--- src/rtl/divider.sv ---
// Iterative 32-bit radix-2 restoring divider (DIV/DIVU) for the EX stage.
// Produces {remainder, quotient} after 32 shift/subtract steps plus one sign-fix cycle.
module divider (
  input  logic        clk,
  input  logic        rst,
  input  logic        start,
  input  logic        cancel,
  input  logic        is_signed,
  input  logic [31:0] operand_1,
  input  logic [31:0] operand_2,
  output logic        busy,
  output logic        done,
  output logic [63:0] result_div
);

  localparam logic [1:0] IDLE     = 2'd0;
  localparam logic [1:0] DIV_ZERO = 2'd1;
  localparam logic [1:0] DIVIDING = 2'd2;
  localparam logic [1:0] FINISH   = 2'd3;

  logic [1:0]  state_q,   state_d;
  logic [5:0]  cnt_q,     cnt_d;
  logic [31:0] rem_q,     rem_d;
  logic [31:0] dvd_q,     dvd_d;
  logic [31:0] dsr_q,     dsr_d;
  logic        neg_quo_q, neg_quo_d;
  logic        neg_rem_q, neg_rem_d;
  logic [63:0] result_q,  result_d;

  logic [31:0] op1_abs;
  logic [31:0] op2_abs;
  logic [32:0] shifted;
  logic [32:0] diff;
  logic [31:0] quo_fix;
  logic [31:0] rem_fix;

  // Negation wraps, so abs(0x80000000) stays 0x80000000 as an unsigned magnitude.
  assign op1_abs = (is_signed && operand_1[31]) ? (32'd0 - operand_1) : operand_1;
  assign op2_abs = (is_signed && operand_2[31]) ? (32'd0 - operand_2) : operand_2;

  // The partial remainder is always below the divisor, so after the shift it fits
  // in 33 bits and the sign of the 33-bit difference is the restore decision.
  assign shifted = {rem_q, dvd_q[31]};
  assign diff    = shifted - {1'b0, dsr_q};

  assign quo_fix = neg_quo_q ? (32'd0 - dvd_q) : dvd_q;
  assign rem_fix = neg_rem_q ? (32'd0 - rem_q) : rem_q;

  always_comb begin
    state_d   = state_q;
    cnt_d     = cnt_q;
    rem_d     = rem_q;
    dvd_d     = dvd_q;
    dsr_d     = dsr_q;
    neg_quo_d = neg_quo_q;
    neg_rem_d = neg_rem_q;
    result_d  = result_q;

    case (state_q)
      IDLE: begin
        if (start) begin
          if (operand_2 == 32'd0) begin
            state_d = DIV_ZERO;
            dvd_d   = operand_1;
          end else begin
            state_d   = DIVIDING;
            dvd_d     = op1_abs;
            dsr_d     = op2_abs;
            rem_d     = '0;
            cnt_d     = '0;
            neg_quo_d = is_signed & (operand_1[31] ^ operand_2[31]);
            neg_rem_d = is_signed & operand_1[31];
          end
        end
      end
      DIV_ZERO: begin
        result_d = {dvd_q, 32'hFFFF_FFFF};
        state_d  = FINISH;
      end
      DIVIDING: begin
        if (cnt_q == 6'd32) begin
          result_d = {rem_fix, quo_fix};
          state_d  = FINISH;
        end else begin
          rem_d = diff[32] ? shifted[31:0] : diff[31:0];
          dvd_d = {dvd_q[30:0], ~diff[32]};
          cnt_d = cnt_q + 6'd1;
        end
      end
      FINISH: begin
        state_d = IDLE;
      end
      default: begin
        state_d = IDLE;
      end
    endcase

    if (cancel) begin
      state_d  = IDLE;
      result_d = result_q;
    end
  end

  always_ff @(posedge clk) begin
    if (!rst) begin
      state_q   <= IDLE;
      cnt_q     <= '0;
      rem_q     <= '0;
      dvd_q     <= '0;
      dsr_q     <= '0;
      neg_quo_q <= 1'b0;
      neg_rem_q <= 1'b0;
      result_q  <= '0;
    end else begin
      state_q   <= state_d;
      cnt_q     <= cnt_d;
      rem_q     <= rem_d;
      dvd_q     <= dvd_d;
      dsr_q     <= dsr_d;
      neg_quo_q <= neg_quo_d;
      neg_rem_q <= neg_rem_d;
      result_q  <= result_d;
    end
  end

  assign done       = (state_q == FINISH);
  assign busy       = (state_q != IDLE) && !done;
  assign result_div = result_q;

endmodule

--- config.mk ---
export PLATFORM = sky130hd
export DESIGN_NAME = divider
export DESIGN_NICKNAME = d
export VERILOG_FILES = /design/src/rtl/divider.sv
export SDC_FILE = /design/constraint.sdc
export NUM_CORES = 1
export LEC_CHECK = 0
export BUFFER_PORTS_ARGS = -buffer_cell sky130_fd_sc_hd__buf_2
export CORE_MARGIN = 8
export CORE_UTILIZATION = 64
export CTS_CLUSTER_DIAMETER = 80
export CTS_CLUSTER_SIZE = 28
export DETAILED_ROUTE_END_ITERATION = 10
export PLACE_DENSITY = 0.86
export SYNTH_ARGS = -nofsm -noshare
export SYNTH_HDL_FRONTEND = slang
export SYNTH_SLANG_ARGS = --single-unit
--- constraint.sdc ---
create_clock -name clk -period 6 [get_ports clk]
set_input_delay 1.8 -clock clk [delete_from_list [all_inputs] [get_ports clk]]
set_output_delay 1.8 -clock clk [all_outputs]
set_load 0.1 [all_outputs]
Word-level counts from Yosys, hierarchy flattened:

Index checks and enable logic that the tools add are counted.

* register bits: 170

* $add $sub $neg: 6
* eq/ne operators: 8
* mux-type cells: 23
* bitwise gates (word level): 7
* reductions and logical operators: 15

Operator list (number)
* $mux 32: 11
* $pmux 32 s2: 2
* $pmux 64 s2: 1
* $sub 1x32->32 const A: 4
* $mux 64: 1
* $sub 33x32->33: 1
* $logic_not 32->1: 1
* $mux 6: 3
* $pmux 6 s2: 1
* $reduce_and 3->1: 3
* $ne 2x2->1 const B: 4
* $pmux 2 s4: 1
* $add 6x1->6 const B: 1
* $eq 6x6->1 const B: 1
* $mux 2: 3
* $reduce_bool 2->1: 3
* $eq 2x2->1 const B: 2
* $not 1->1: 4
* $reduce_and 4->1: 1
* $logic_and 1x1->1: 3
* $and 1x1->1: 2
* $eq 2x1->1 const B: 1
* $logic_not 2->1: 1
* $reduce_and 2->1: 1
* other kinds (3): 3

Logic depth before layout (Yosys ltp):

* depth in word-level cells: 5
* gate-level depth with buffers: 13
* mapped depth without buffers: 12

Worst setup path before layout:

No wires, ideal clock.

* path type: input to register
* start: in operand_1[1]
* end: reg dvd_q[26]
* data arrival time: 3.969 ns
* data required time: 5.930 ns
* setup slack: 1.961 ns
* stages: 11
* path through: inv_1 ha_1 or3b_2 nor4_2 nand3_1 or3_1 o31ai_1 xor2_1 o21ai_0 nand2_1 a21boi_1

* word-level cells in the longest chain between the ends: 5

Ends and longest elaborated chain
* start, declared: line 9 `input logic [31:0] operand_1,`
* $sub 1x32->32: line 38 `assign op1_abs = (is_signed && operand_1[31]) ? (32'd0 - operand_1) : operand_1;`
* $mux 32: line 38
* $mux 32: line 62 `if (operand_2 == 32'd0) begin`
* $mux 32: line 61 `if (start) begin`
* $pmux 32 s2: line 59 `case (state_q)`
* end signal, assigned: line 118 `dvd_q <= dvd_d;`
* end, declared: line 24 `logic [31:0] dvd_q, dvd_d;`

Every way passes these cells. The select of a mux whose other input is x is not followed.
A chain may end at the register's enable or synchronous reset.

Worst setup path after layout:

* start: in operand_2[16]
* end: reg rem_q[9]

* word-level cells in the longest chain between the ends: 3

Ends and longest elaborated chain
* start, declared: line 10 `input logic [31:0] operand_2,`
* $logic_not 32->1: line 62
* $ne 2x2->1 (no line)
* $reduce_and 4->1 (no line)
* end signal, assigned: line 117 `rem_q <= rem_d;`
* end, declared: line 23 `logic [31:0] rem_q, rem_d;`

Every way passes these cells.

==> results.sh <==
export IMPL_clockBufferDepth=2
export IMPL_path_buf_inv=1
export IMPL_grt_overflow=0
export IMPL_areaGrowthSynthToFinish_pct=10.5
export IMPL_synth_top_cells_by_count="nand2_1, dfxtp_1, o21ai_0, a21oi_1, xor2_1"
export IMPL_finalCritPeriodShare=0.704
export IMPL_yosys_area_top_type="dfxtp_1"
export IMPL_initial_core_util=0.646
export IMPL_syn_area_per_cell_um2=7.78
export IMPL_yosysWarnings=0
export IMPL_cts_max_level=4
export IMPL_wire_per_inst_um=16.6
export IMPL_cap_violations=0
export IMPL_setup_tns_ps=0
export IMPL_hold_violations=0
export IMPL_netlist_instances=1475
export IMPL_cp_required_ps=6280
export IMPL_clk_pin_slew_ps=60
export IMPL_stdcell_count=1782
export IMPL_finClkSkew_ps=10.1
export IMPL_rsz0062_at_grt="false"
export IMPL_io_buffer_count=134
export IMPL_coreArea_um2=17800
export IMPL_period_needed_ps=4220
export IMPL_cts_buffers=17
export IMPL_tightest_slew_ps=1140
export IMPL_finalPower_mw=3.17
export IMPL_start_kind="input pin"
export IMPL_ys_ff_latch=170
export IMPL_dr_pass1_iters=6
export IMPL_drv_slew=0
export IMPL_max_freq_ghz=0.237
export IMPL_finalSetupViolations=0
export IMPL_dieArea_um2=22500
export IMPL_ios=135
export IMPL_slew_headroom=0.240
export IMPL_antenna_found_initial=1
export IMPL_setup_worst_path_end_class="flip-flop"
export IMPL_post_route_cells_drive_above_1_share=0.128
export IMPL_final_nets=1650
export IMPL_synth_edf_count=0
export IMPL_whs_ps=464
export IMPL_leakage_nw=5.43
export IMPL_die_w_um=150
export IMPL_gp_congestion=0.910
export IMPL_ir_drop_uv=222
export IMPL_cts_setup_buffers=0
export IMPL_worst_skew_pair_late_latency_ps=440
export IMPL_path_class="input pin to flip-flop"
export IMPL_critical_path_arrival_ps=4500
export IMPL_synthArstFlopShare=0
export IMPL_drtIter0Drc=1002
export IMPL_synthFlopType="dfxtp_1"
export IMPL_power_density_nw_per_um2=250
export IMPL_slowest_delay_ps=680
export IMPL_detailed_place_hpwl_mm=21.6
export IMPL_crit_fanout=23
export IMPL_cts_root_buf="clkbuf_16"
export IMPL_clock_sinks=170
export IMPL_syn_area_um2=11500
export IMPL_rows=49
export IMPL_ant_nets=0
export IMPL_grt_usage=0.258
export IMPL_cts_resized=0
export IMPL_drc_errors=0
export IMPL_worstPathCellList="buf_2 -> or4_1 -> nor4_1 -> and4_1 -> a21oi_1 -> nand3_1 -> o21ai_1"
export IMPL_grt_pass1_vias=10008
export IMPL_via_count=10685
export IMPL_synth_area_leaders="dfxtp_1, xor2_1, nand2_1"
export IMPL_synth_top_area_share=0.297
export IMPL_yosysSeqAreaShare=0.297
export IMPL_grt_max_degree=134
export IMPL_critPathSlowestCell="nand3_1"
export IMPL_ctsHoldBuffers=0
export IMPL_vias_per_cell=6.00
export IMPL_syn_num_nets=1586
export IMPL_status="finished clean"
export IMPL_place_inst=1749
export IMPL_synth_cell_types=72
export IMPL_yosysMostFrequentCell="nand2_1"
export IMPL_die_y_um=150
export IMPL_hold_class="flip-flop to flip-flop"
export IMPL_cp_top_family="simple AND/OR/NAND/NOR gates"
export IMPL_wl_mm=29.6
export IMPL_grt_pass1_wl_mm=48.1
export IMPL_cts_tree="done"
[report_power, final]
part / internal [mW] / switching (mW) / total [mW]
registers: 1.20 / 0.0806 / 1.28
logic: 0.264 / 0.552 / 0.817
clock network: 0.598 / 0.474 / 1.07
[layout by cell type (no fill, tap or decap), types with 4 or more instances in the layout]
cell type / instances
nor3_1: 14
o21ai_0: 125
a21boi_0: 28
nor4_2: 4
nand4_1: 11
o211a_1: 36
and2_1: 22
a211oi_1: 32
o41ai_1: 8
o211ai_1: 8
nand2b_1: 8
a22o_1: 4
a31oi_1: 8
nor4_1: 11
nor2_1: 77
buf_4: 10
inv_1: 63
buf_2: 133
xor2_1: 89
dfxtp_1: 170
or4_1: 15
mux2i_1: 42
nand2_1: 194
xnor2_1: 59
nor2b_1: 37
o21a_1: 5
and3_1: 4
or3_1: 12
clkbuf_16: 17
a21o_1: 13
o21ai_1: 28
o31ai_1: 26
nand3_1: 25
clkinv_4: 4
a21oi_1: 114
ha_1: 40
a2bb2oi_1: 5
[area by class of cell]
type	count	area, µm²
Antenna cell	1	2.50
Clock buffer	20	457
Clock inverter	12	116
Fill cell	1439	5090
Inverter	63	236
Multi-Input combinational cell	1144	7440
Sequential cell	170	3400
Tap cell	229	287
Timing Repair Buffer	143	741
[worst paths after layout]
check | startpoint | to | slack (ps) | depth (start not counted)
setup / recovery | operand_2[16] | rem_q[9] | 1780 | 7
hold / removal | result_div[34] | result_div[34] | 460 | 2
setup reg to reg | dvd_q[31] | rem_q[9] | 1880 | 13
hold reg to reg | result_div[34] | result_div[34] | 460 | 2
[registers in the layout, indices dropped and copies added, names as in the netlist]
name	count
result_div	64
dsr_q	32
dvd_q	32
rem_q	32
cnt_q	6
state_q	2
neg_quo_q	1
neg_rem_q	1
[metrics by stage]
step	area, µm²	utilization	worst slack (ps)
finish	12700	0.714	1780
global route	12700	0.714	1630
CTS	12700	0.713	1840
detailed placement	12100	0.681	1380
global placement	12100	0.681	1510
floorplan	11500	-	1960
[worst register-to-register path, cell delays in order, from the launching register on]
cell,delay (ps)
dfxtp_1,430
inv_1,130
ha_1,250
fa_1,410
nor2b_1,230
o31ai_2,130
a211oi_2,270
nor2_1,150
o21ai_4,280
a311oi_4,170
xnor2_4,820
buf_4,380
mux2i_1,230
o21ai_1,90
[cells by family (layout without fill, tap and decap cells)]
logic type	count (synthesis)	count (layout)	synth area share
buf+inv	161	238	0.0566
simple gates	452	452	0.191
flops	170	170	0.297
other cells	0	1	0
mux	42	42	0.0366
xor+xnor	149	149	0.115
compound gates	459	459	0.257
fa+ha+maj	42	42	0.0464
[per-layer routing]
layer	wire length, µm	GRT usage	share of wire	up-vias
met2	13900	0.436	0.47	403
met3	2090	0.0363	0.071	56
li1	-	-	-	5315
met5	0	0	0	-
met1	12800	0.327	0.43	4911
met4	750	0.0960	0.025	0
Note: power is estimated with default switching activity, not from simulation.
